$ cat config.mk
export PLATFORM = sky130hd
export DESIGN_NAME = read_data_dispatcher
export DESIGN_NICKNAME = d
export VERILOG_FILES = /design/src/rtl/read_data_dispatcher.sv
export SDC_FILE = /design/constraint.sdc
export NUM_CORES = 1
export LEC_CHECK = 0
export BUFFER_PORTS_ARGS = -buffer_cell sky130_fd_sc_hd__clkbuf_2
export CELL_PAD_IN_SITES_DETAIL_PLACEMENT = 1
export CELL_PAD_IN_SITES_GLOBAL_PLACEMENT = 1
export CORE_MARGIN = 2
export CORE_UTILIZATION = 30
export DETAILED_ROUTE_END_ITERATION = 12
export HOLD_SLACK_MARGIN = 0.15
export MAX_ROUTING_LAYER = met4
export PLACE_DENSITY = 0.72
export SLEW_MARGIN = 15
export SYNTH_ARGS = -nofsm -noshare
export SYNTH_HDL_FRONTEND = slang
export SYNTH_SLANG_ARGS = --single-unit
$ cat constraint.sdc
create_clock -name i_clk -period 3.5 [get_ports i_clk]
set_input_delay 0.35 -clock i_clk [delete_from_list [all_inputs] [get_ports i_clk]]
set_output_delay 0.35 -clock i_clk [all_outputs]
set_load 0.05 [all_outputs]
$ cat src/rtl/read_data_dispatcher.sv
// Routes backend read beats to the core named by the core-number FIFO head, one beat per cycle.
// Optional build macro DISPATCH_UNDERFLOW_CHECK_EN: drop beats that arrive with no FIFO entry and flag them.
module read_data_dispatcher #(
  parameter int DATA_WIDTH = 128,
  parameter int NUM_CORES  = 4
) (
  input  logic                                               i_clk,
  input  logic                                               i_rst_n,
  input  logic                                               i_rdata_valid,
  input  logic [DATA_WIDTH-1:0]                              i_rdata,
  output logic                                               o_rdata_ready,
  input  logic [((NUM_CORES > 1) ? $clog2(NUM_CORES) : 1)-1:0] i_core_num,
  input  logic                                               i_fifo_empty,
  output logic                                               o_fifo_rd_en,
  output logic [NUM_CORES-1:0]                               o_core_valid,
  input  logic [NUM_CORES-1:0]                               i_core_ready,
  output logic [DATA_WIDTH-1:0]                              o_core_data,
`ifdef DISPATCH_UNDERFLOW_CHECK_EN
  output logic                                               o_underflow_err,
`endif
  output logic [15:0]                                        o_beat_cnt
);

  localparam int CORE_W = (NUM_CORES > 1) ? $clog2(NUM_CORES) : 1;
  typedef logic [CORE_W-1:0] core_num_t;

  localparam logic [0:0] IDLE = 1'b0;
  localparam logic [0:0] SEND = 1'b1;

  logic [0:0]            state_q,    state_d;
  logic [DATA_WIDTH-1:0] r_data_q,   r_data_d;
  core_num_t             r_core_q,   r_core_d;
  logic [15:0]           beat_cnt_q, beat_cnt_d;

  logic core_rdy;
  logic deliver;
  logic ready;
  logic accept;
  logic pop;

  always_comb begin
    core_rdy = i_core_ready[r_core_q];
    deliver  = (state_q == SEND) && core_rdy;

    // The output register frees up in the same cycle it is delivered, so a new beat may follow directly.
    ready = !i_fifo_empty && ((state_q == IDLE) || core_rdy);
`ifdef DISPATCH_UNDERFLOW_CHECK_EN
    ready = ready || ((state_q == IDLE) && i_fifo_empty);
`endif
    ready  = ready && i_rst_n;
    accept = i_rdata_valid && ready;
    pop    = accept && !i_fifo_empty;

    o_rdata_ready = ready;
    o_fifo_rd_en  = pop;
  end

  always_comb begin
    state_d    = state_q;
    r_data_d   = r_data_q;
    r_core_d   = r_core_q;
    beat_cnt_d = beat_cnt_q;

    if (deliver) begin
      beat_cnt_d = beat_cnt_q + 16'd1;
    end

    if (pop) begin
      state_d  = SEND;
      r_data_d = i_rdata;
      r_core_d = i_core_num;
    end else if (deliver) begin
      state_d = IDLE;
    end
  end

  always_ff @(posedge i_clk or negedge i_rst_n) begin
    if (!i_rst_n) begin
      state_q    <= IDLE;
      r_data_q   <= '0;
      r_core_q   <= '0;
      beat_cnt_q <= '0;
    end else begin
      state_q    <= state_d;
      r_data_q   <= r_data_d;
      r_core_q   <= r_core_d;
      beat_cnt_q <= beat_cnt_d;
    end
  end

`ifdef DISPATCH_UNDERFLOW_CHECK_EN
  logic underflow_err_q, underflow_err_d;

  always_comb begin
    underflow_err_d = underflow_err_q || (accept && i_fifo_empty);
  end

  always_ff @(posedge i_clk or negedge i_rst_n) begin
    if (!i_rst_n) begin
      underflow_err_q <= 1'b0;
    end else begin
      underflow_err_q <= underflow_err_d;
    end
  end

  assign o_underflow_err = underflow_err_q;
`endif

  // Valid is decoded from the registered state so reset removes it immediately.
  always_comb begin
    o_core_valid = '0;
    if (state_q == SEND) begin
      o_core_valid[r_core_q] = 1'b1;
    end
  end

  assign o_core_data = r_data_q;
  assign o_beat_cnt  = beat_cnt_q;

endmodule

==> results_dict.tcl <==
set metrics [dict create \
    dieWidth_um 147 \
    hold_viol_final 0 \
    start_util_pct 30.4 \
    cts_buffer_depth 2 \
    synth_edf_count 0 \
    wirelength_mm 15.9 \
    maxCapViolations 0 \
    grt_start_max_net_pins 148 \
    clk_pin_slew_ns 0.06 \
    synth_nets 488 \
    insertion_delay_ns 0.41 \
    stdcell_count 948 \
    setup_tns_ns 0 \
    synth.largest_area_cell "dfrtp_1" \
    drive_above_1_share_pct 67.3 \
    crit_type "flop to primary output" \
    drcViolationCount 0 \
    power_density_nw_per_um2 807 \
    antenna_found_initial 0 \
    switchingPower_mw 2.91 \
    cp-start-kind "flop" \
    fin_nets 804 \
    fin_crit_sh_pct 75.1 \
    post-dp-hpwl_mm 11.3 \
    rsz0062_at_grt "no" \
    irDropWorstVdd_v 0.000405 \
    worstPathRequired_ns 3.15 \
    syn_to_final_growth_pct 39.4 \
    die_area_um2 21500 \
    slew_headroom_pct 47.5 \
    gr-total-overflow 0 \
    ys_seq_elements 147 \
    syn_avg_cell_area_um2 17.5 \
    ys.flop_type "dfrtp_1" \
    seq_power_share_pct 34.5 \
    synth_area_leaders "dfrtp_1 (60%), mux2_4 (22%), mux2_2 (7.7%), buf_12 (3.3%), xnor2_1 (1.3%)" \
    critical_path.endpoint_type "primary output" \
    ant_nets 0 \
    io_buffers 287 \
    fp.coreArea_um2 20100 \
    netlist_instances 349 \
    pre_cts_slack_ns 1.02 \
    drtPass1Iterations 4 \
    p_int_mw 3.97 \
    placed_cells 894 \
    grt_pass1_vias 4719 \
    switching_share_pct 42.4 \
    async_flop_share_pct 100 \
    vias 4089 \
    antenna_cells 0 \
    drt_iter0_markers 100 \
    place_congestion 0.827 \
    fin_skew_ns 0.00728 \
    final_max_slew_viol_count 0 \
    cts_tree "built" \
    cts_root_buffer "clkbuf_16" \
    p_comb_share_pct 39.3 \
    synth_top_area_share_pct 60.2 \
    timing.rr.start "r_core_q[0]" \
    run_status "finished, final reports clean" \
    worst_slew_pin_slew_ns 0.788 \
    grt.total_usage_pct 15.4 \
    synth.distinct_cells 24 \
    cp.arrival_ns 2.28 \
    yosys.cell_count.top_type "dfrtp_1" \
    wl_per_cell_um 16.8 \
    power.leakage_nw 4.57 \
    synth_warnings 0 \
    fmax_mhz 380 \
    pin_count 288 \
    cts_max_level 4 \
    pwr-share-clk_pct 26.1 \
    vias_per_cell 4.31 \
    ys_seq_area_share_pct 60.2 \
    finalSetupViolations 0 \
    cts_made_buffers 17 \
    hp-class "primary input to asynchronous set/reset pin" \
    grt_pass1_wl_mm 25.4 \
    clock-sinks 147 \
    yosys-top-cells-count "dfrtp_1 (147), mux2_4 (89), mux2_2 (42)" \
    syn-cell-area_um2 6110 \
    cp_max_fo 14 \
    die_y_um 147 \
    fin_crit_ns 2.63 \
    crit_path_start "r_core_q[0]" \
    rows 52 \
    worst_slack_ns 0.870 \
]
## registers in the layout, summed over array words and instances (netlist names)
name         flops
o_beat_cnt      16
o_core_data    128
r_core_q         2
state_q          1
## placed cells by master, fill, tap and decap left out
| master | synthesis | final |
|---|---|---|
| clkinv_2 | 0 | 1 |
| clkbuf_8 | 0 | 3 |
| nor3b_1 | 1 | 1 |
| nand2b_4 | 1 | 2 |
| clkbuf_16 | 0 | 17 |
| buf_6 | 1 | 1 |
| and4_1 | 3 | 3 |
| mux2_2 | 42 | 42 |
| nand4_1 | 2 | 2 |
| xnor2_1 | 9 | 9 |
| nand2_1 | 6 | 6 |
| buf_12 | 10 | 3 |
| ha_1 | 1 | 1 |
| xor2_1 | 6 | 6 |
| dfrtp_1 | 147 | 147 |
| nor2_1 | 6 | 6 |
| inv_6 | 0 | 5 |
| clkbuf_2 | 0 | 286 |
| mux2_4 | 89 | 89 |
| and3b_1 | 2 | 2 |
| clkinv_4 | 0 | 2 |
| clkinvlp_4 | 0 | 3 |
| dlygate4sd3_1 | 0 | 22 |
| bufinv_16 | 0 | 1 |
| inv_1 | 4 | 4 |
| nand3b_1 | 1 | 1 |
| and3_1 | 3 | 3 |
| mux4_2 | 1 | 1 |
| nor3_1 | 2 | 2 |
| nand3_1 | 6 | 6 |
| and2_1 | 1 | 1 |
## through the flow
step | power [mW] | hold slack [ns] | area, µm² | utilization (%)
2_1_floorplan | 4.40 | 0.0544 | 6110 | -
3_3_place_gp | 5.03 | 0.478 | 7720 | 38.4
3_5_place_dp | 5.10 | 0.490 | 7720 | 38.4
4_1_cts | 6.97 | 0.150 | 8510 | 42.4
5_1_grt | 7.19 | 0.150 | 8520 | 42.4
6_report | 6.88 | 0.119 | 8520 | 42.4
## worst max-delay path, stage by stage, from the launching register on
cell and delay [ns]:
dfrtp_1 0.44, mux4_2 0.63, nand2b_4 0.20, nand2b_4 0.26
inv_1 0.09, clkbuf_2 0.24
## repair_timing
action	CTS	global route
buffers inserted	0	0
hold buffers	21	1
endpoints found under the hold margin	21	1
gates resized for setup	0	0
## final cells by class
cell class	count	area (µm²)
inverter	4	15.0
sequential	147	3680
multi-input combinational	183	2180
fill	2138	11600
clock buffer	20	467
timing repair buffer	312	1720
tap	270	338
clock inverter	12	119
## cells by family (layout without fill, tap and decap cells)
kind of cell / after synthesis / after routing / synth area share, %
buffers and inverters: 19 / 348 / 4.19
muxes: 132 / 132 / 30.0
and+or+nand+nor: 35 / 35 / 3.34
DFF: 147 / 147 / 60.2
xor gates and xnor gates: 15 / 15 / 2.15
adders and majority gates: 1 / 1 / 0.205
## path summary, 6_finish.rpt
path | end | slack (ns) | cells past startpoint
worst max-delay path | o_fifo_rd_en | 0.87 | 5
worst min-delay path | o_core_data[63] | 0.12 | 2
worst max register to register | o_core_data[104] | 1.01 | 5
worst min register to register | o_beat_cnt[6] | 0.49 | 1
max in group asynchronous | o_core_data[108] | 2.81 | 2
min in group i_clk | o_core_data[127] | 0.17 | 2
## power by group through the flow
stage	clock [mW]	sequential, mW	combinational (mW)
floorplan	0	3.77	0.635
global placement	0	2.37	2.66
detailed placement	0	2.40	2.70
CTS	1.87	2.38	2.73
global route	1.94	2.44	2.81
finish	1.80	2.38	2.71
## routing by layer
layer | vias up | track usage (%) | wire length, µm
met5 | - | - | 0
met4 | 0 | 7.04 | 569
met3 | 37 | 4.19 | 1010
met2 | 183 | 25.3 | 8070
met1 | 2021 | 17.7 | 6290
li1 | 1848 | - | -
No activity file was read; power rests on OpenSTA's default activity.
